`src/rtl/franken_uart_pkg.sv`:
```
// Shared definitions for the buffered UART transmitter.
// FSM encoding, data width and baud divider helper.
package franken_uart_pkg;

  localparam int DATA_BITS = 8;

  typedef enum logic [1:0] {
    IDLE  = 2'd0,
    START = 2'd1,
    DATA  = 2'd2,
    STOP  = 2'd3
  } state_t;

  function automatic int clks_per_bit(input int clk_hz, input int baud);
    return clk_hz / baud;
  endfunction

endpackage

```
`src/rtl/uart_tx_fifo_sync_fifo.sv`:
```
// Single-clock FIFO with drop-on-full writes.
// A write into a full FIFO is still accepted when a read frees a slot that cycle.
module sync_fifo #(
  parameter int WIDTH = 8,
  parameter int DEPTH = 16
) (
  input  logic                     clk,
  input  logic                     reset,
  input  logic                     wr,
  input  logic [WIDTH-1:0]         wdata,
  input  logic                     rd,
  output logic [WIDTH-1:0]         rdata,
  output logic                     full,
  output logic                     empty,
  output logic [$clog2(DEPTH):0]   count,
  output logic                     ovf
);

  localparam int AW = $clog2(DEPTH);

  logic [WIDTH-1:0] mem [DEPTH];
  logic [AW-1:0]    wp;
  logic [AW-1:0]    rp;
  logic             do_rd;
  logic             do_wr;

  assign full  = (count == (AW+1)'(DEPTH));
  assign empty = (count == '0);
  assign do_rd = rd & ~empty;
  assign do_wr = wr & (~full | do_rd);
  assign ovf   = wr & full & ~do_rd;
  assign rdata = mem[rp];

  always_ff @(posedge clk) begin
    if (do_wr) mem[wp] <= wdata;
  end

  always_ff @(posedge clk or posedge reset) begin
    if (reset) begin
      wp    <= '0;
      rp    <= '0;
      count <= '0;
    end else begin
      if (do_wr) wp <= wp + AW'(1);
      if (do_rd) rp <= rp + AW'(1);
      unique case ({do_wr, do_rd})
        2'b10:   count <= count + (AW+1)'(1);
        2'b01:   count <= count - (AW+1)'(1);
        default: count <= count;
      endcase
    end
  end

endmodule

```
`src/rtl/uart_tx_fifo.sv`:
```
// Buffered 8N1 UART transmitter: byte FIFO feeding an LSB-first serialiser.
// tx and busy are registered one cycle behind the FSM state.
module uart_tx_fifo
  import franken_uart_pkg::*;
#(
  parameter int CLK_HZ     = 27_000_000,
  parameter int BAUD       = 115_200,
  parameter int FIFO_DEPTH = 16
) (
  input  logic                          clk,
  input  logic                          reset,
  input  logic                          wr_en,
  input  logic [7:0]                    wr_data,
  input  logic                          clr_ovf,
  output logic                          tx,
  output logic                          full,
  output logic                          empty,
  output logic [$clog2(FIFO_DEPTH):0]   count,
  output logic                          busy,
  output logic                          overflow
);

  localparam int CPB = clks_per_bit(CLK_HZ, BAUD);
  localparam int CW  = (CPB > 1) ? $clog2(CPB) : 1;

  state_t               state;
  state_t               next;
  logic [CW-1:0]        baud_cnt;
  logic [2:0]           bit_idx;
  logic [DATA_BITS-1:0] shift;
  logic [DATA_BITS-1:0] head;
  logic                 tick;
  logic                 pop;
  logic                 ovf;
  logic                 tx_d;
  logic                 busy_d;

  sync_fifo #(
    .WIDTH (DATA_BITS),
    .DEPTH (FIFO_DEPTH)
  ) u_fifo (
    .clk   (clk),
    .reset (reset),
    .wr    (wr_en),
    .wdata (wr_data),
    .rd    (pop),
    .rdata (head),
    .full  (full),
    .empty (empty),
    .count (count),
    .ovf   (ovf)
  );

  assign tick = (baud_cnt == CW'(CPB - 1));

  always_ff @(posedge clk or posedge reset) begin
    if (reset) state <= IDLE;
    else       state <= next;
  end

  always_comb begin
    next = state;
    pop  = 1'b0;
    unique case (state)
      IDLE: begin
        if (!empty) begin
          next = START;
          pop  = 1'b1;
        end
      end
      START: begin
        if (tick) next = DATA;
      end
      DATA: begin
        if (tick && bit_idx == 3'(DATA_BITS - 1)) next = STOP;
      end
      STOP: begin
        if (tick) begin
          if (!empty) begin
            next = START;
            pop  = 1'b1;
          end else begin
            next = IDLE;
          end
        end
      end
      default: next = IDLE;
    endcase
  end

  always_comb begin
    tx_d   = 1'b1;
    busy_d = (state != IDLE) | ~empty;
    unique case (state)
      START:   tx_d = 1'b0;
      DATA:    tx_d = shift[0];
      default: tx_d = 1'b1;
    endcase
  end

  always_ff @(posedge clk or posedge reset) begin
    if (reset) begin
      baud_cnt <= '0;
      bit_idx  <= '0;
      shift    <= '0;
    end else begin
      if (pop || state == IDLE || tick) baud_cnt <= '0;
      else                              baud_cnt <= baud_cnt + CW'(1);
      if (pop) shift <= head;
      if (state == START && tick) bit_idx <= '0;
      if (state == DATA && tick) begin
        bit_idx <= bit_idx + 3'd1;
        shift   <= shift >> 1;
      end
    end
  end

  // Dropped write wins over a same-cycle clear.
  always_ff @(posedge clk or posedge reset) begin
    if (reset) begin
      tx       <= 1'b1;
      busy     <= 1'b0;
      overflow <= 1'b0;
    end else begin
      tx   <= tx_d;
      busy <= busy_d;
      if (ovf)          overflow <= 1'b1;
      else if (clr_ovf) overflow <= 1'b0;
    end
  end

endmodule

```
`config.mk`:
```
export PLATFORM = sky130hd
export DESIGN_NAME = uart_tx_fifo
export DESIGN_NICKNAME = d
export VERILOG_FILES = /design/src/rtl/franken_uart_pkg.sv /design/src/rtl/uart_tx_fifo_sync_fifo.sv /design/src/rtl/uart_tx_fifo.sv
export SDC_FILE = /design/constraint.sdc
export NUM_CORES = 1
export LEC_CHECK = 0
export BUFFER_PORTS_ARGS = -buffer_cell sky130_fd_sc_hd__clkbuf_2
export CORE_MARGIN = 2
export CORE_UTILIZATION = 47
export CTS_CLUSTER_DIAMETER = 200
export CTS_CLUSTER_SIZE = 25
export DETAILED_ROUTE_END_ITERATION = 16
export GPL_TIMING_DRIVEN = 0
export PLACE_DENSITY = 0.61
export SETUP_SLACK_MARGIN = 0.4
export SLEW_MARGIN = 15
export SYNTH_ARGS = -nofsm -noshare
export SYNTH_HDL_FRONTEND = slang
export SYNTH_HIERARCHICAL = 1
export SYNTH_SLANG_ARGS = --single-unit
```
`constraint.sdc`:
```
create_clock -name clk -period 3.9 [get_ports clk]
set_input_delay 0 -clock clk [delete_from_list [all_inputs] [get_ports clk]]
set_output_delay 0 -clock clk [all_outputs]
set_load 0.005 [all_outputs]
```
# Word-level counts from Yosys, hierarchy flattened
# Memory sizes are Yosys's and may differ from the RTL's.
# Index checks and enable logic that the tools add are counted.
dict set report word_totals {
  ramBits 128
  regBits 37
  wordCells 71
  input_bits 12
  memories 1
}
# name words word_bits read_ports rd_ports_with_merged_regs wr line
set mem_list {}
lappend mem_list {u_fifo.mem 16 8 1 0 1 uart_tx_fifo_sync_fifo.sv:21} ;# logic [WIDTH-1:0] mem [DEPTH];
dict set report classes {
  reduce_logical 13
  n_addsub 6
  eq_ne 12
  muxes 20
  n_bitwise 9
}
# op count
set ops {}
lappend ops {{8-bit two-way mux} 3}
lappend ops {{5-bit case mux with 2 select lines} 1}
lappend ops {{2-bit nonzero test} 5}
lappend ops {{4-bit by 1-bit adder with 4-bit output (second input constant)} 2}
lappend ops {{8-bit by 1-bit adder with 8-bit output (second input constant)} 1}
lappend ops {{8-bit equality test (second input constant)} 1}
lappend ops {{2-bit two-way mux} 4}
lappend ops {{2-bit inequality test (second input constant)} 4}
lappend ops {{2-bit case mux with 4 select lines} 1}
lappend ops {{1-bit two-way mux} 7}
lappend ops {{2-bit equality test (second input constant)} 3}
lappend ops {{3-bit two-way mux} 2}
lappend ops {{5-bit by 1-bit adder with 5-bit output (second input constant)} 1}
lappend ops {{5-bit equality test (second input constant)} 1}
lappend ops {{5-bit logical NOT} 1}
lappend ops {{5-bit by 1-bit subtractor with 5-bit output (second input constant)} 1}
lappend ops {{1-bit bitwise AND} 4}
lappend ops {{2-bit by 1-bit equality test with 1-bit output (second input constant)} 2}
lappend ops {{1-bit case mux with 2 select lines} 2}
lappend ops {{4-bit AND reduction} 1}
lappend ops {{3-bit by 1-bit adder with 3-bit output (second input constant)} 1}
lappend ops {{3-bit equality test (second input constant)} 1}
lappend ops {{1-bit logical AND} 3}
lappend ops {{1-bit inverter} 3}
lappend ops {{other kinds (3)} 5}

# Depth between registers and ports, before layout
dict set report depth {
  word_depth 9
  depth_mapped 14
  ltp_nobuf 13
}

# By module
# Netlist, hierarchy kept.
# mod cells_per_inst area_per_inst_um2 seq_area_each_um2 n_inst
set by_module_without_submodules {}
lappend by_module_without_submodules {sync_fifo 315 5836.8 4169.0 1}
lappend by_module_without_submodules {uart_tx_fifo 112 1246.2 601.8 1}

# Worst setup path after synthesis
# No wires, ideal clock.
dict set report synth_timing {
  path_type {reg-to-reg}
  from {register baud_cnt[1]}
  to {register u_fifo.count[4]}
  period_less_slack_ns 3.280
  t_arrival_ns 3.193
  path_slack_ns 0.620
  path_buffers 1
  t_required_ns 3.813
  path_stages_with_launch 14
  path_cell_list {dfrtp_1 inv_1 ha_1 nand4_2 o41a_1 nor3_1 clkbuf_1 nand2_1 or2_2 fa_1 nand2b_1 a2111o_1 o31a_1 o211ai_1}
}
dict set report synth_between {
  elab_chain_cells 8
  elab_cells_between_ends 10
}
# item line
set synth_lines {}
lappend synth_lines {{from (decl)} uart_tx_fifo.sv:28} ;# logic [CW-1:0] baud_cnt;
lappend synth_lines {{from (signal assigned)} uart_tx_fifo.sv:108} ;# else baud_cnt <= baud_cnt + CW'(1);
lappend synth_lines {{8-bit equality test *} uart_tx_fifo.sv:54} ;# assign tick = (baud_cnt == CW'(CPB - 1));
lappend synth_lines {{1-bit two-way mux *} uart_tx_fifo.sv:78} ;# if (tick) begin
lappend synth_lines {{1-bit case mux with 2 select lines *} uart_tx_fifo.sv:64} ;# unique case (state)
lappend synth_lines {{named net pop} uart_tx_fifo.sv:33} ;# logic pop;
lappend synth_lines {{1-bit bitwise AND *} uart_tx_fifo_sync_fifo.sv:29} ;# assign do_rd = rd & ~empty;
lappend synth_lines {{1-bit bitwise OR} uart_tx_fifo_sync_fifo.sv:30} ;# assign do_wr = wr & (~full | do_rd);
lappend synth_lines {{1-bit bitwise AND} uart_tx_fifo_sync_fifo.sv:30}
lappend synth_lines {{2-bit by 1-bit equality test with 1-bit output or 2-bit equality test (tied branches)} uart_tx_fifo_sync_fifo.sv:46} ;# unique case ({do_wr, do_rd})
lappend synth_lines {{5-bit case mux with 2 select lines or 2-bit nonzero test (tied branches)} --}
lappend synth_lines {{to (signal assigned)} uart_tx_fifo_sync_fifo.sv:47} ;# 2'b10: count <= count + (AW+1)'(1);
lappend synth_lines {{to (signal assigned)} uart_tx_fifo_sync_fifo.sv:48} ;# 2'b01: count <= count - (AW+1)'(1);
lappend synth_lines {{to (signal assigned)} uart_tx_fifo_sync_fifo.sv:49} ;# default: count <= count;
lappend synth_lines {{to (decl)} uart_tx_fifo_sync_fifo.sv:15} ;# output logic [$clog2(DEPTH):0] count,
# The timed path passes the listed nets; every way through them passes the cells marked *.
# A chain may end at the register's enable or synchronous reset.

# Worst setup path in the final report
# Same ends and word-level chain as after synthesis.

==> results by stage <==
Route:
- In the routed design, unresolved DRC markers number 0.
- Once detail routing completed, the nets flagged for antenna violations numbered 0.
- The via count is 3852.
- The first detailed-routing pass took 4 iterations.
- After detailed routing, the number of vias per cell comes to 5.74.
- The number of DRC violations after detailed-routing iteration 0 is 287.
- Wires add up to 14100 um.
- Dividing the detail-routed wire length by the instance count gives 21.1 um.

Synthesis:
- The sequential area share after synthesis is 0.674.
- The synthesized area divided by synthesized cell count is 16.6 um^2.
- The number of enable flip-flop cells after synthesis is 128.
- The post-synth net total is 457.
- The synthesis-stage register bit count is 165.
- The number of distinct library cells after synthesis is 57.
- Synthesis produced 427 cells.
- Of all flip-flops after synthesis, the portion carrying an async set or reset was 0.224.
- Among all flip-flop cells after synthesis, the most frequent one is edfxtp_1.
- The synthesis warning total is 6.
- The netlist area before placement is 0.00708 mm^2.

Pwr:
- The standby leakage power is 2.95 nW.
- The share of total power dissipated in the clock network is 0.267.
- The logic gate share of total power is 0.335.
- Of the total power, registers draw 0.398.
- Summing internal, switching and leakage power gives 5.91 mW.
- Power spread over the standard cell area amounts to 734 mW/mm^2.
- Of the total power, the share spent switching nets is 0.332.
- The internal portion of the total power is 3.95 mW.
- Across the VDD grid, the largest voltage drop is 374 uV.
- The net switching power is 1.97 mW.

Global route:
- The total overflow left after global routing is 0.
- The first-pass GRT wire length is 22700 um.
- The via count of the first global-routing pass came to 3924.
- Entering global routing, the biggest net connects 25 pins.
- Across every metal layer, demand over resource in global routing totals 0.191.
- The initial antenna violation count came to 0.

Setup path:
- For the worst setup path, the data arrival time is 3670 ps.
- The type of the worst setup path is flip-flop to flip-flop.
- The worst setup path is launched from a flip-flop.
- The maximum fanout along the worst path is 5.
- The critical path capture point type is a flip-flop.
- The required time reported for the critical path endpoint is 4240 ps.

STA:
- The final number of setup-violating endpoints is 0.
- The final number of hold-violating endpoints is 0.
- Across all setup checks in the final design, the least slack found is 570 ps.
- For the final database, setup skew stands at 15.0 ps.
- For the final routed database, the setup TNS stands at 0 ps.
- The time the worst path needs with I/O delays and setup is 3330 ps.
- Setup repair after global routing left no endpoint under its margin.
- The minimum hold slack is 25.0 ps.
- The final period utilization is 0.854.
- The number of slew-limit violations in the final report came to 0.
- The timing-limited maximum frequency is 0.300 GHz.
- The actual slew at the worst max-slew pin is 940 ps.
- The worst pin sits at a relative slew slack of 0.373.

Floorplanning:
- The number of top-level pins is 22.
- The effective utilization at floorplan is 0.484.
- The number of standard-cell rows in the floorplan is 44.
- Measured along the x axis, the die boundary spans 127 um.
- The floorplan step defined a core boundary enclosing 0.0146 mm^2.
- The die area is 0.0161 mm^2.
- The die height is 127 um.

Placement:
- The number of cells after detailed placement is 633.
- The worst setup timing slack at the placement stage is 194 ps.
- The placement-stage cell area is 0.00743 mm^2.
- Input and output buffers added on the ports amount to 21.
- The estimated wirelength of the detail-placed design is 9150 um.
- The routability-driven placement congestion ratio is 0.760.

Layout:
- After filler insertion, the fill cell instance count of the layout stands at 1173.
- The area added between synthesis and finish is 13.8%.
- Once layout is done, the placed cells without fillers occupy 0.00806 mm^2.
- Registers take 0.00477 mm^2.
- The number of antenna diodes in the final layout is 0.
- The finished layout holds 671 standard cells, fillers aside.
- In the final layout, the share of cells above drive strength 1 is 0.236.
- At the end of the flow the core is filled with cells to 0.550.
- After the last flow step, the layout net total stands at 504.
- The area occupied by multi-input gates is 0.00219 mm^2.

Clock tree:
- The buffer levels on the longest clock path is 2.
- At the later pin of the worst-skew pair, clock insertion delay measures 430 ps.
- The number of H-tree levels is 4.
- The number of clock sinks seen by CTS is 165.
- TritonCTS built the clock tree.
- TritonCTS created 17 clock buffers.
- After clock tree synthesis, the clock-pin slew on the worst setup and hold paths is 70 ps.
- The cell at the root of the clock tree is clkbuf_16.

Flow run:
- The max capacitance violation total is 0.

Worst hold path:
- In this run the worst hold path is classified as input pin to flip-flop.

Outcome:
- The flow ran to the end, and the final reports show no timing, DRC or antenna violations.
worst max-delay path, cell delays in order, from the launching register on:
cell      delay (ps)
dfrtp_1          420
inv_1             70
ha_1             190
nand4_4          110
o41a_1           470
nor3_2           150
clkbuf_4         170
nand2_1          110
or2_2            320
fa_1             410
nand2b_1         180
a2111o_1         390
o31a_1           110
o211ai_1         150
flip-flops by register name, summed over array words and instances (netlist names):
signal / flops
u_fifo/mem: 128
baud_cnt: 8
shift: 8
u_fifo/count: 5
u_fifo/rp: 4
u_fifo/wp: 4
bit_idx: 3
state: 2
busy: 1
overflow: 1
tx: 1
synthesized netlist by cell type (2+ instances only):
cell type  instances  area share
nor2_1            21       0.011
buf_2              4      0.0028
a31oi_1            2      0.0018
nor4_2             2      0.0035
edfxtp_1         128        0.54
o21ai_0            7      0.0049
buf_1              2      0.0011
inv_1             18      0.0095
nand2_1           13      0.0069
a221o_2            6      0.0095
a22o_1             2      0.0025
nor3_1             4      0.0028
nand2b_1           4      0.0035
o211ai_1           2      0.0021
mux4_2            32        0.10
ha_1              17       0.030
and2_1            20       0.018
xnor2_1            6      0.0074
nand3_1            9      0.0064
and3_1             6      0.0053
a211oi_1           2      0.0021
a21o_1             2      0.0021
xor2_1             9       0.011
nand3b_1           2      0.0021
a21oi_1            6      0.0042
a2bb2oi_1          2      0.0025
clkbuf_1          11      0.0058
nor2b_1            4      0.0035
dfrtp_1           36        0.13
a22oi_1           17       0.018
mux2_2             5      0.0079
power groups by stage:
| stage | Sequential (mW) | Clock (mW) | Combinational [mW] |
|---|---|---|---|
| floorplan | 2.34 | 0 | 1.42 |
| global placement | 2.38 | 0 | 1.90 |
| detailed placement | 2.38 | 0 | 1.95 |
| CTS | 2.35 | 1.61 | 1.98 |
| global route | 2.39 | 1.68 | 2.18 |
| finish | 2.35 | 1.58 | 1.98 |
cells by family after synthesis:
family | synth area share
muxes | 0.111
DFF | 0.674
xor gates and xnor gates | 0.0185
adders and majority gates | 0.0329
AOI/OAI and AO/OA | 0.0666
buffers and inverters | 0.0208
and+or+nand+nor | 0.0765
path summary, 6_finish.rpt:
kind | slack, ps | from | end | depth (start not counted)
worst min register to register | 480 | overflow$_DFFE_PP0P_ | overflow$_DFFE_PP0P_ | 1
worst max-delay path | 570 | baud_cnt[1]$_DFF_PP0_ | u_fifo/count[4]$_DFFE_PP0P_ | 13
min in group asynchronous | 160 | reset | u_fifo/count[2]$_DFFE_PP0P_ | 3
max in group asynchronous | 2990 | reset | shift[1]$_DFFE_PP0P_ | 3
worst max register to register | 570 | baud_cnt[1]$_DFF_PP0_ | u_fifo/count[4]$_DFFE_PP0P_ | 13
worst min-delay path | 20 | wr_data[4] | u_fifo/mem[12][4]$_DFFE_PP_ | 1
final cells by class:
class,count,share of cell area
clock inverter,13,0.0154
inverter,18,0.00838
clock buffer,19,0.0537
sequential,165,0.592
tap,184,0.0286
multi-input combinational,226,0.271
buffer,18,0.0104
timing repair buffer,28,0.0205
placed cells by master (no fill, tap or decap), types with 3 or more instances in the layout:
cell type,instances
a21oi_1,6
a221o_2,6
a22oi_1,17
and2_1,19
and3_1,6
buf_2,4
buf_4,4
clkbuf_1,12
clkbuf_16,17
clkbuf_2,21
dfrtp_1,36
dlygate4sd3_1,3
edfxtp_1,128
ha_1,17
inv_1,18
inv_8,3
mux2_2,5
mux4_2,32
nand2_1,13
nand2b_1,4
nand3_1,9
nor2_1,21
nor2b_1,4
nor3_1,3
nor4_2,3
o21ai_0,7
xnor2_1,6
xor2_1,9
per-layer routing:
layer  global-route usage  vias to the layer above  wire, um
li1                     -                     1760         -
met4               0.0595                        0       224
met5                    0                        -         0
met3               0.0456                       14       864
met2                0.285                      115      6560
met1                0.282                     1963      6500
repair_timing:
item                                   in CTS  in global routing
resized for setup                           2                  3
buffers inserted                            2                  1
setup endpoints to repair                   4                 34
hold buffers                                3                  0
pin swaps                                   0                  1
endpoints found under the hold margin      38                  0
cloned                                      0                  0
No activity file was read; power rests on OpenSTA's default activity.
